<file path="src/rtl/hazard_ctrl_if.sv">
// Handshake bundle between the datapath and the pipeline hazard controller.
// master = datapath side, slave = hazard_ctrl.
interface hazard_ctrl_if #(
    parameter int REG_W = 5,
    parameter int CNT_W = 32
);
    logic [REG_W-1:0] rs1_D;
    logic [REG_W-1:0] rs2_D;
    logic [REG_W-1:0] rd_E;
    logic             memread_E;
    logic             pcsrc_E;
    logic             memreq_M;
    logic             mem_ready;
    logic             stall_PC;
    logic             stall_D;
    logic             stall_E;
    logic             stall_M;
    logic             flush_D;
    logic             flush_E;
    logic             flush_W;
    logic             mem_err;
    logic [CNT_W-1:0] stall_cnt;
    logic [CNT_W-1:0] flush_cnt;

    modport master (
        output rs1_D, rs2_D, rd_E, memread_E, pcsrc_E, memreq_M, mem_ready,
        input  stall_PC, stall_D, stall_E, stall_M, flush_D, flush_E, flush_W,
        input  mem_err, stall_cnt, flush_cnt
    );

    modport slave (
        input  rs1_D, rs2_D, rd_E, memread_E, pcsrc_E, memreq_M, mem_ready,
        output stall_PC, stall_D, stall_E, stall_M, flush_D, flush_E, flush_W,
        output mem_err, stall_cnt, flush_cnt
    );
endinterface

</file>
<file path="src/rtl/hazard_ctrl.sv">
// Pipeline hazard controller: load-use stall, branch flush, MEM-stage wait with timeout.
// Optional saturating stall/flush performance counters built when HAZ_PERF_EN is defined.
module hazard_ctrl #(
    parameter int REG_W   = 5,
    parameter int TIMEOUT = 16,
    parameter int CNT_W   = 32
) (
    input  logic         clk,
    input  logic         reset,
    hazard_ctrl_if.slave hz
);
    // state    | meaning
    // RUN      | normal flow; load-use and branch hazards evaluated
    // MEM_WAIT | pipe frozen while data memory holds off the MEM access
    typedef enum logic {RUN = 1'b0, MEM_WAIT = 1'b1} state_t;

    localparam int CW = $clog2(TIMEOUT) + 1;

    state_t        state_q, state_d;
    logic [CW-1:0] cnt_q, cnt_d;
    logic          mem_err_q, mem_err_d;
    logic          lu, mw;
    logic          stall_pc, stall_d, stall_e, stall_m;
    logic          flush_d, flush_e, flush_w;

    assign lu = hz.memread_E && (hz.rd_E != REG_W'(0)) &&
                ((hz.rd_E == hz.rs1_D) || (hz.rd_E == hz.rs2_D));
    assign mw = hz.memreq_M && !hz.mem_ready;

    always_ff @(posedge clk or posedge reset) begin
        if (reset) begin
            state_q   <= RUN;
            cnt_q     <= '0;
            mem_err_q <= 1'b0;
        end else begin
            state_q   <= state_d;
            cnt_q     <= cnt_d;
            mem_err_q <= mem_err_d;
        end
    end

    always_comb begin
        state_d   = state_q;
        cnt_d     = cnt_q;
        mem_err_d = mem_err_q;
        stall_pc  = 1'b0;
        stall_d   = 1'b0;
        stall_e   = 1'b0;
        stall_m   = 1'b0;
        flush_d   = 1'b0;
        flush_e   = 1'b0;
        flush_w   = 1'b0;
        case (state_q)
            RUN: begin
                if (mw) begin
                    {stall_pc, stall_d, stall_e, stall_m, flush_w} = 5'b11111;
                    state_d = MEM_WAIT;
                    cnt_d   = CW'(1);
                end else if (hz.pcsrc_E) begin
                    flush_d = 1'b1;
                    flush_e = 1'b1;
                end else if (lu) begin
                    stall_pc = 1'b1;
                    stall_d  = 1'b1;
                    flush_e  = 1'b1;
                end
            end
            MEM_WAIT: begin
                if (hz.mem_ready) begin
                    state_d = RUN;
                    cnt_d   = '0;
                end else begin
                    {stall_pc, stall_d, stall_e, stall_m, flush_w} = 5'b11111;
                    if (cnt_q == CW'(TIMEOUT - 1)) begin
                        mem_err_d = 1'b1;
                        state_d   = RUN;
                        cnt_d     = '0;
                    end else begin
                        cnt_d = cnt_q + CW'(1);
                    end
                end
            end
            default: begin
                state_d = RUN;
                cnt_d   = '0;
            end
        endcase
        // Mealy outputs would otherwise react to live inputs while reset holds the FSM.
        if (reset) begin
            {stall_pc, stall_d, stall_e, stall_m, flush_d, flush_e, flush_w} = 7'b0;
        end
    end

    assign hz.stall_PC = stall_pc;
    assign hz.stall_D  = stall_d;
    assign hz.stall_E  = stall_e;
    assign hz.stall_M  = stall_m;
    assign hz.flush_D  = flush_d;
    assign hz.flush_E  = flush_e;
    assign hz.flush_W  = flush_w;
    assign hz.mem_err  = mem_err_q;

`ifdef HAZ_PERF_EN
    logic [CNT_W-1:0] stall_cnt_q, flush_cnt_q;

    always_ff @(posedge clk or posedge reset) begin
        if (reset) begin
            stall_cnt_q <= '0;
            flush_cnt_q <= '0;
        end else begin
            if (stall_pc && !(&stall_cnt_q)) stall_cnt_q <= stall_cnt_q + CNT_W'(1);
            if (flush_d && !(&flush_cnt_q))  flush_cnt_q <= flush_cnt_q + CNT_W'(1);
        end
    end

    assign hz.stall_cnt = stall_cnt_q;
    assign hz.flush_cnt = flush_cnt_q;
`else
    assign hz.stall_cnt = {CNT_W{1'b0}};
    assign hz.flush_cnt = {CNT_W{1'b0}};
`endif
endmodule

</file>
<file path="src/flat_wrapper.sv">
// flat-port wrapper written by rule: the top's interface ports become plain ports
module hazard_ctrl_flat 
#(
    parameter int REG_W   = 5,
    parameter int TIMEOUT = 16,
    parameter int CNT_W   = 32
)
  (clk, reset, hz_rs1_D, hz_rs2_D, hz_rd_E, hz_memread_E, hz_pcsrc_E, hz_memreq_M, hz_mem_ready, hz_stall_PC, hz_stall_D, hz_stall_E, hz_stall_M, hz_flush_D, hz_flush_E, hz_flush_W, hz_mem_err, hz_stall_cnt, hz_flush_cnt);
  hazard_ctrl_if #(.REG_W(REG_W), .CNT_W(CNT_W)) hz_i ();
  input  logic clk;
  input  logic reset;
  input wire logic [$bits(hz_i.rs1_D)-1:0] hz_rs1_D;
  input wire logic [$bits(hz_i.rs2_D)-1:0] hz_rs2_D;
  input wire logic [$bits(hz_i.rd_E)-1:0] hz_rd_E;
  input wire logic [$bits(hz_i.memread_E)-1:0] hz_memread_E;
  input wire logic [$bits(hz_i.pcsrc_E)-1:0] hz_pcsrc_E;
  input wire logic [$bits(hz_i.memreq_M)-1:0] hz_memreq_M;
  input wire logic [$bits(hz_i.mem_ready)-1:0] hz_mem_ready;
  output wire logic [$bits(hz_i.stall_PC)-1:0] hz_stall_PC;
  output wire logic [$bits(hz_i.stall_D)-1:0] hz_stall_D;
  output wire logic [$bits(hz_i.stall_E)-1:0] hz_stall_E;
  output wire logic [$bits(hz_i.stall_M)-1:0] hz_stall_M;
  output wire logic [$bits(hz_i.flush_D)-1:0] hz_flush_D;
  output wire logic [$bits(hz_i.flush_E)-1:0] hz_flush_E;
  output wire logic [$bits(hz_i.flush_W)-1:0] hz_flush_W;
  output wire logic [$bits(hz_i.mem_err)-1:0] hz_mem_err;
  output wire logic [$bits(hz_i.stall_cnt)-1:0] hz_stall_cnt;
  output wire logic [$bits(hz_i.flush_cnt)-1:0] hz_flush_cnt;
  assign hz_i.rs1_D = hz_rs1_D;
  assign hz_i.rs2_D = hz_rs2_D;
  assign hz_i.rd_E = hz_rd_E;
  assign hz_i.memread_E = hz_memread_E;
  assign hz_i.pcsrc_E = hz_pcsrc_E;
  assign hz_i.memreq_M = hz_memreq_M;
  assign hz_i.mem_ready = hz_mem_ready;
  assign hz_stall_PC = hz_i.stall_PC;
  assign hz_stall_D = hz_i.stall_D;
  assign hz_stall_E = hz_i.stall_E;
  assign hz_stall_M = hz_i.stall_M;
  assign hz_flush_D = hz_i.flush_D;
  assign hz_flush_E = hz_i.flush_E;
  assign hz_flush_W = hz_i.flush_W;
  assign hz_mem_err = hz_i.mem_err;
  assign hz_stall_cnt = hz_i.stall_cnt;
  assign hz_flush_cnt = hz_i.flush_cnt;
  hazard_ctrl #(.REG_W(REG_W), .TIMEOUT(TIMEOUT), .CNT_W(CNT_W)) u_core (.clk(clk), .reset(reset), .hz(hz_i));
endmodule
</file>
<file path="config.mk">
export PLATFORM = sky130hd
export DESIGN_NAME = hazard_ctrl_flat
export DESIGN_NICKNAME = d
export VERILOG_FILES = /design/src/rtl/hazard_ctrl_if.sv /design/src/rtl/hazard_ctrl.sv /design/src/flat_wrapper.sv
export SDC_FILE = /design/constraint.sdc
export NUM_CORES = 1
export LEC_CHECK = 0
export CORE_MARGIN = 4
export CORE_UTILIZATION = 28
export DETAILED_ROUTE_END_ITERATION = 12
export PLACE_DENSITY_LB_ADDON = 0.08
export SYNTH_ARGS = -nofsm -noshare
export SYNTH_HDL_FRONTEND = slang
export SYNTH_SLANG_ARGS = --single-unit
</file>
<file path="constraint.sdc">
create_clock -name clk -period 2.3 [get_ports clk]
set_input_delay 0.69 -clock clk [delete_from_list [all_inputs] [get_ports clk]]
set_output_delay 0.69 -clock clk [all_outputs]
set_load 0.02 [all_outputs]
</file>
==> flow_summary.json, run 1 <==
{
  "vdd_drop_max_v": 0.000172,
  "critical_path.max_fanout": 2,
  "final_period_minus_worst_setup_slack_ns": 2.52,
  "synth_top_cells_by_count": "67 x sky130_fd_sc_hd__buf_4, 11 x sky130_fd_sc_hd__xor2_1, 7 x sky130_fd_sc_hd__dfrtp_1, 5 x sky130_fd_sc_hd__nor2_1",
  "dpl_worst_slack_ns": -0.998,
  "final_critical_path_setup_slack_ns": -0.223,
  "vias_in_the_first_global_route": 683,
  "holdWs_ns": 0.454,
  "number_of_max_cap_violations": 0,
  "total_leakage_power_nw": 0.691,
  "gr-total-overflow": 0,
  "number_of_drc_violations_after_detailed_routing": 0,
  "chipHeight_um": 68.1,
  "endpoints_failing_hold": 0,
  "floorplan.io_pins": 93,
  "replace_congestion": 0.678,
  "timing.hold.worst.class": "flip-flop to flip-flop",
  "buffer_ports.inserted": 28,
  "timing.critical_path.from_type": "primary input",
  "syn_area_per_cell_um2": 8.10,
  "post_drt_wl_per_cell_um": 9.34,
  "syn_area_um2": 1010,
  "netlist-cell-type-count": 25,
  "synth_largest_area_cell": "sky130_fd_sc_hd__buf_4",
  "layout_fillers": 356,
  "cts_tree": "done",
  "final_period_util_pct": 110,
  "largest_net_degree_at_the_start_of_global_routing": 8,
  "synth_warnings": 0,
  "worstPathArrival_ns": 1.83,
  "nets": 186,
  "clk_pin_slew_worst_paths_ns": 0.05,
  "internal-power_mw": 0.273,
  "horizontal_die_dimension_um": 68.1,
  "worstSetupPathType": "primary input to output port",
  "synth_flop_cell": "sky130_fd_sc_hd__dfrtp_1",
  "power_mw": 0.487,
  "post-synth-top-count-cell": "sky130_fd_sc_hd__buf_4",
  "synth_enable_flop_cells": 0,
  "n_antenna_cell": 0,
  "initial_utilization_pct": 29.6,
  "post-place-cells": 204,
  "post_route_non_filler_standard_cell_count": 209,
  "number_of_instances_on_the_worst_hold_path": 1,
  "synth_top_area_share_pct": 49.7,
  "violations": "negative setup slack",
  "switchingPower_mw": 0.214,
  "drt-vias-per-instance": 3.47,
  "synth_top_cells_by_area": "sky130_fd_sc_hd__buf_4 50%, sky130_fd_sc_hd__dfrtp_1 17%, sky130_fd_sc_hd__xor2_1 9.5%, sky130_fd_sc_hd__nor2b_1 2.5%, sky130_fd_sc_hd__nor2_1 1.9%",
  "antenna_found_initial": 0,
  "status": "finished, violations left",
  "global_route_wire_length_before_repair_mm": 2.96,
  "share_clk_of_total_power_pct": 23.5,
  "synth_async_sr_flop_share_pct": 100,
  "post_route_ant_nets": 0,
  "post_route_cells_drive_above_1_share_pct": 23.3,
  "number_of_buffers_inserted_during_clock_tree_synthesis": 3,
  "overall_via_count_from_detail_route": 725,
  "clkLatencyLatePin_ns": 0.25,
  "seqCellArea_um2": 175,
  "cts.sink_count": 7,
  "clock_path_buffers": 2,
  "power.share.sequential_pct": 28.5,
  "die_area_um2": 4640,
  "row_count": 21,
  "multiInputGateArea_um2": 631,
  "drt_total_wl_mm": 1.95,
  "unrepaired_setup_endpoints_after_global_routing": "yes",
  "power.share.switching_pct": 44.0,
  "achievable_freq_mhz": 396,
  "synth_seq_cells": 7,
  "worstPathRequired_ns": 1.61,
  "ys_seq_area_share_pct": 17.3,
  "global_route.usage.total_pct": 8.61,
  "drt_first_pass_iters": 2,
  "skew_ns": 0.00312,
  "design.core.area_um2": 3420,
  "cp-end-kind": "output port",
  "place.detailed.hpwl_mm": 1.73,
  "report.final.slew_viol_count": 0,
  "r2r_cells": 5,
  "comb_power_share_pct": 48.0,
  "synth_cells": 125,
  "cts-root-buf": "sky130_fd_sc_hd__clkbuf_4",
  "area.growth.synth_to_final_pct": 23.4,
  "setup-violations-final": 3,
  "power-per-cell-area_nw_per_um2": 390,
  "detailedRoute.firstIterationViolations": 10,
  "ctsHtreeMaxLevel": 1
}
state kept, by name, summed over array words and instances (netlist names):
| register | count |
|---|---|
| u_core.cnt_q | 5 |
| u_core.hz.mem_err | 1 |
| u_core.state_q | 1 |
repair_timing:
item	4_1_cts	5_1_grt
endpoints found under the setup margin	7	7
pin swaps	16	11
hold buffers	0	0
resized for setup	85	9
setup buffers	1	0
path summary, 6_finish.rpt:
check	start	endpoint	slack [ns]
max	hz_rd_E[3]	hz_stall_PC	-0.22
min	u_core.hz.mem_err	u_core.hz.mem_err	0.45
max reg2reg	u_core.cnt_q[0]	u_core.cnt_q[3]	1.06
min reg2reg	u_core.hz.mem_err	u_core.hz.mem_err	0.45
max in group asynchronous	reset	u_core.cnt_q[2]	1.34
min in group asynchronous	reset	u_core.state_q	0.73
power by group through the flow:
stage          clock network [mW]  registers (mW)  logic [mW]
6_report                    0.114           0.139       0.234
5_1_grt                     0.132           0.140       0.257
4_1_cts                     0.119           0.139       0.228
3_5_place_dp                    0           0.141       0.225
3_3_place_gp                    0           0.141       0.226
2_1_floorplan                   0           0.138       0.238
per-layer routing:
layer / track usage (%) / vias up / part of all wire, %
met5: 0 / - / 0
met3: 3.45 / 2 / 11
met4: 2.23 / 0 / 0.82
met2: 13.8 / 46 / 50
li1: - / 349 / -
met1: 10.6 / 328 / 39
stage by stage:
stage	util, %	area (um2)	setup TNS [ns]
CTS	35.8	1220	-0.700
detailed placement	34.3	1170	-5.82
floorplan	-	1270	-0.263
finish	36.6	1250	-0.564
global placement	34.3	1170	-5.77
global route	36.6	1250	-0.749
final cells by class:
cell class | count | area share, %
multi-input combinational | 109 | 50.5
timing repair buffer | 39 | 27.6
sequential | 7 | 14.0
tap | 46 | 4.61
clock buffer | 4 | 2.10
inverter | 4 | 1.20
logic make-up (layout without fill, tap and decap cells):
kind of cell	Yosys count	in the layout	share of synthesized area, %
and+or+nand+nor	19	19	10.0
DFF	7	7	17.3
AOI/OAI and AO/OA	14	14	9.89
xor gates and xnor gates	11	11	9.52
adders and majority gates	1	1	1.24
other	1	64	0.370
buffers and inverters	72	47	51.7
worst max-delay path, stage by stage:
cell and delay [ns]:
sky130_fd_sc_hd__buf_6 0.10, sky130_fd_sc_hd__or4_4 0.54, sky130_fd_sc_hd__o21ai_4 0.16, sky130_fd_sc_hd__or4_4 0.15, sky130_fd_sc_hd__o22ai_4 0.06, sky130_fd_sc_hd__buf_6 0.14
placed cells by master (no fill, tap or decap):
cell and instances:
sky130_fd_sc_hd__clkbuf_1 1, sky130_fd_sc_hd__nor2_1 4, sky130_fd_sc_hd__o21ai_4 1, sky130_fd_sc_hd__or4_4 2, sky130_fd_sc_hd__o22ai_4 1, sky130_fd_sc_hd__buf_6 9, sky130_fd_sc_hd__dlygate4sd2_1 12, sky130_fd_sc_hd__ha_1 1
sky130_fd_sc_hd__clkbuf_4 3, sky130_fd_sc_hd__dlymetal6s2s_1 1, sky130_fd_sc_hd__nand2_1 1, sky130_fd_sc_hd__o31ai_2 1, sky130_fd_sc_hd__clkdlybuf4s50_1 1, sky130_fd_sc_hd__nor2b_4 1, sky130_fd_sc_hd__a22o_1 2, sky130_fd_sc_hd__dfrtp_1 7
sky130_fd_sc_hd__nor2_4 1, sky130_fd_sc_hd__conb_1 64, sky130_fd_sc_hd__o21ai_0 1, sky130_fd_sc_hd__o22ai_1 1, sky130_fd_sc_hd__nor2b_1 3, sky130_fd_sc_hd__a21oi_1 2, sky130_fd_sc_hd__nand4b_1 1, sky130_fd_sc_hd__a22oi_2 1
sky130_fd_sc_hd__xor2_1 11, sky130_fd_sc_hd__o21bai_4 1, sky130_fd_sc_hd__a32o_1 1, sky130_fd_sc_hd__a31oi_1 1, sky130_fd_sc_hd__buf_2 4, sky130_fd_sc_hd__inv_1 4, sky130_fd_sc_hd__nand3_1 3, sky130_fd_sc_hd__clkdlybuf4s15_1 2
sky130_fd_sc_hd__nor3_2 3, sky130_fd_sc_hd__buf_4 10, sky130_fd_sc_hd__a21o_1 1
Power figures use the tool's default switching activity.
==> run 2, diff against run 1 <==
--- a/config.mk
+++ b/config.mk
@@ -7,6 +7,7 @@
 export LEC_CHECK = 0
 export CORE_MARGIN = 4
 export CORE_UTILIZATION = 28
+export CTS_CLUSTER_SIZE = 16
 export DETAILED_ROUTE_END_ITERATION = 12
 export PLACE_DENSITY_LB_ADDON = 0.08
 export SYNTH_ARGS = -nofsm -noshare
==> results of run 2 <==
Final layout, timing and power as in run 1 (identical DEF).
==> run 3, diff against run 2 <==
--- a/config.mk
+++ b/config.mk
@@ -13,3 +13,4 @@
 export SYNTH_ARGS = -nofsm -noshare
 export SYNTH_HDL_FRONTEND = slang
 export SYNTH_SLANG_ARGS = --single-unit
+export TNS_END_PERCENT = 30
==> run 3 against run 2 <==
Against the previous run: the flow still finishes with violations (negative setup slack); critical endpoint unchanged; die area unchanged; critical path type unchanged; first-iteration DRC count is the same; sequential cell count is the same; setup slack worse by 0.0034 ns; clock power is essentially flat.
==> flow_summary.json, run 3 (synthesis gave the netlist of run 1 again) <==
{
  "row_count": 21,
  "drt_first_pass_iters": 3,
  "hold_path_startpoint": "u_core.hz.mem_err",
  "timing.critical_path.from_type": "primary input",
  "die_area_um2": 4640,
  "number_of_instances_on_the_worst_hold_path": 1,
  "layout_commonest_cell": "sky130_fd_sc_hd__conb_1",
  "worstPathRequired_ns": 1.61,
  "post-route-util_pct": 36.1,
  "total_leakage_power_nw": 0.690,
  "power-per-cell-area_nw_per_um2": 392,
  "cts.sink_count": 7,
  "number_of_drc_violations_after_detailed_routing": 0,
  "horizontal_die_dimension_um": 68.1,
  "hold-path-endpoint": "u_core.hz.mem_err",
  "cp-end-kind": "output port",
  "place.detailed.hpwl_mm": 1.73,
  "chipHeight_um": 68.1,
  "worstReg2RegStart": "u_core.cnt_q[0]",
  "post_route_cells_drive_above_1_share_pct": 23.3,
  "global_route.usage.total_pct": 8.58,
  "antenna_found_initial": 0,
  "layout_fillers": 354,
  "power.share.sequential_pct": 28.6,
  "clkLatencyLatePin_ns": 0.26,
  "clk_pin_slew_worst_paths_ns": 0.05,
  "overall_via_count_from_detail_route": 721,
  "largest_net_degree_at_the_start_of_global_routing": 8,
  "hold_buffers": 0,
  "share_clk_of_total_power_pct": 23.8,
  "achievable_freq_mhz": 396,
  "number_of_buffers_inserted_during_clock_tree_synthesis": 3,
  "internal-power_mw": 0.271,
  "clock_path_buffers": 2,
  "final_critical_path_setup_slack_ns": -0.227,
  "buffer_ports.inserted": 28,
  "floorplan.io_pins": 93,
  "skew_ns": 0.00421,
  "drt-vias-per-instance": 3.45,
  "vdd_drop_max_v": 0.000164,
  "unrepaired_setup_endpoints_after_global_routing": "yes",
  "drt_total_wl_mm": 1.95,
  "vias_in_the_first_global_route": 673,
  "largest-register": "u_core.cnt_q",
  "endpoints_failing_hold": 0,
  "post_route_non_filler_standard_cell_count": 209,
  "power.share.switching_pct": 44.0,
  "post-place-cells": 204,
  "critical_path.max_fanout": 2,
  "number_of_max_cap_violations": 0,
  "final_period_util_pct": 110,
  "status": "finished, violations left",
  "nets": 186,
  "global_route_wire_length_before_repair_mm": 2.95,
  "timing.reg2reg.setup_slack_ns": 1.04,
  "final_period_minus_worst_setup_slack_ns": 2.53,
  "initial_utilization_pct": 29.6,
  "worstSetupPathType": "primary input to output port",
  "r2r_cells": 5,
  "tns_ns": -0.692,
  "worstPathArrival_ns": 1.84,
  "design.core.area_um2": 3420,
  "violations": "negative setup slack",
  "post_route_ant_nets": 0,
  "timing.rr.end": "u_core.cnt_q[3]",
  "gr-total-overflow": 0,
  "report.final.slew_viol_count": 0,
  "cts_tree": "done",
  "cts-root-buf": "sky130_fd_sc_hd__clkbuf_4",
  "max_reg_flops": 5,
  "replace_congestion": 0.678,
  "timing.hold.worst.class": "flip-flop to flip-flop",
  "post_drt_wl_per_cell_um": 9.34,
  "detailedRoute.firstIterationViolations": 10,
  "ctsHtreeMaxLevel": 1,
  "comb_power_share_pct": 47.6,
  "area.growth.synth_to_final_pct": 21.9,
  "most-common-layout-cells": "64 x sky130_fd_sc_hd__conb_1, 13 x sky130_fd_sc_hd__dlygate4sd2_1, 13 x sky130_fd_sc_hd__buf_4",
  "setup-violations-final": 6,
  "n_antenna_cell": 0,
  "switchingPower_mw": 0.213
}
-- run 3: cell types whose count changed in the layout (fill, tap and decap cells not counted) --
| cell | change |
|---|---|
| sky130_fd_sc_hd__nor2_2 | +1 |
| sky130_fd_sc_hd__o21bai_2 | +1 |
| sky130_fd_sc_hd__clkdlybuf4s15_2 | +1 |
| sky130_fd_sc_hd__dlygate4sd2_1 | +1 |
| sky130_fd_sc_hd__o21bai_4 | -1 |
| sky130_fd_sc_hd__buf_4 | +3 |
| sky130_fd_sc_hd__buf_8 | +1 |
| sky130_fd_sc_hd__clkdlybuf4s15_1 | -1 |
| sky130_fd_sc_hd__buf_6 | -4 |
| sky130_fd_sc_hd__buf_2 | -1 |
| sky130_fd_sc_hd__nor2_4 | -1 |
-- run 3: what timing repair did --
item,CTS,global route
resized for setup,79,9
setup endpoints to repair,7,7
pin swaps,15,10
setup buffers,1,0
-- run 3: worst max-delay path, cell delays in order --
cell and delay (ns):
sky130_fd_sc_hd__buf_8 0.10, sky130_fd_sc_hd__or4_4 0.54, sky130_fd_sc_hd__o21ai_4 0.16, sky130_fd_sc_hd__or4_4 0.15, sky130_fd_sc_hd__o22ai_4 0.06, sky130_fd_sc_hd__buf_6 0.14
-- run 3: power groups by stage --
stage	clock network [mW]	logic, mW	registers (mW)
3_5_place_dp	0	0.225	0.141
5_1_grt	0.132	0.253	0.140
4_1_cts	0.119	0.222	0.139
3_3_place_gp	0	0.226	0.141
6_report	0.115	0.230	0.139
2_1_floorplan	0	0.238	0.138
-- run 3: cell type report --
class	count	area [um2]	share of cell area [%]
Multi-Input combinational cell	109	618	50.1
Clock buffer	4	26.3	2.13
Tap cell	46	57.6	4.67
Inverter	4	15.0	1.22
Sequential cell	7	175	14.2
Timing Repair Buffer	39	342	27.7
-- run 3: routing by layer --
metal	up-vias	routed length, um	global-route usage [%]
li1	349	-	-
met1	324	752	10.7
met2	46	976	13.8
met3	2	208	3.12
met4	0	16	2.23
met5	-	0	0
-- run 3: worst max-delay path by stage --
stage,from,endpoint,slack (ns),depth (start not counted)
final,hz_rd_E[3],hz_stall_PC,-0.23,6
after global routing,hz_rd_E[3],hz_stall_D,-0.27,6
after CTS,hz_rd_E[3],hz_stall_PC,-0.25,6
after detailed placement,hz_rd_E[2],hz_stall_PC,-1.0,6
after global placement,hz_rd_E[0],hz_stall_PC,-1.0,7
after floorplan,hz_rd_E[3],hz_flush_E,-0.14,4
-- run 3: per-stage QoR --
step	total power, mW	cell area [um2]	hold WS [ns]	setup slack, ns
4_1_cts	0.480	1200	0.460	-0.252
6_report	0.484	1230	0.454	-0.227
3_3_place_gp	0.366	1170	0.446	-1.00
5_1_grt	0.524	1230	0.499	-0.268
3_5_place_dp	0.366	1170	0.448	-0.998
2_1_floorplan	0.376	1270	0.478	-0.140
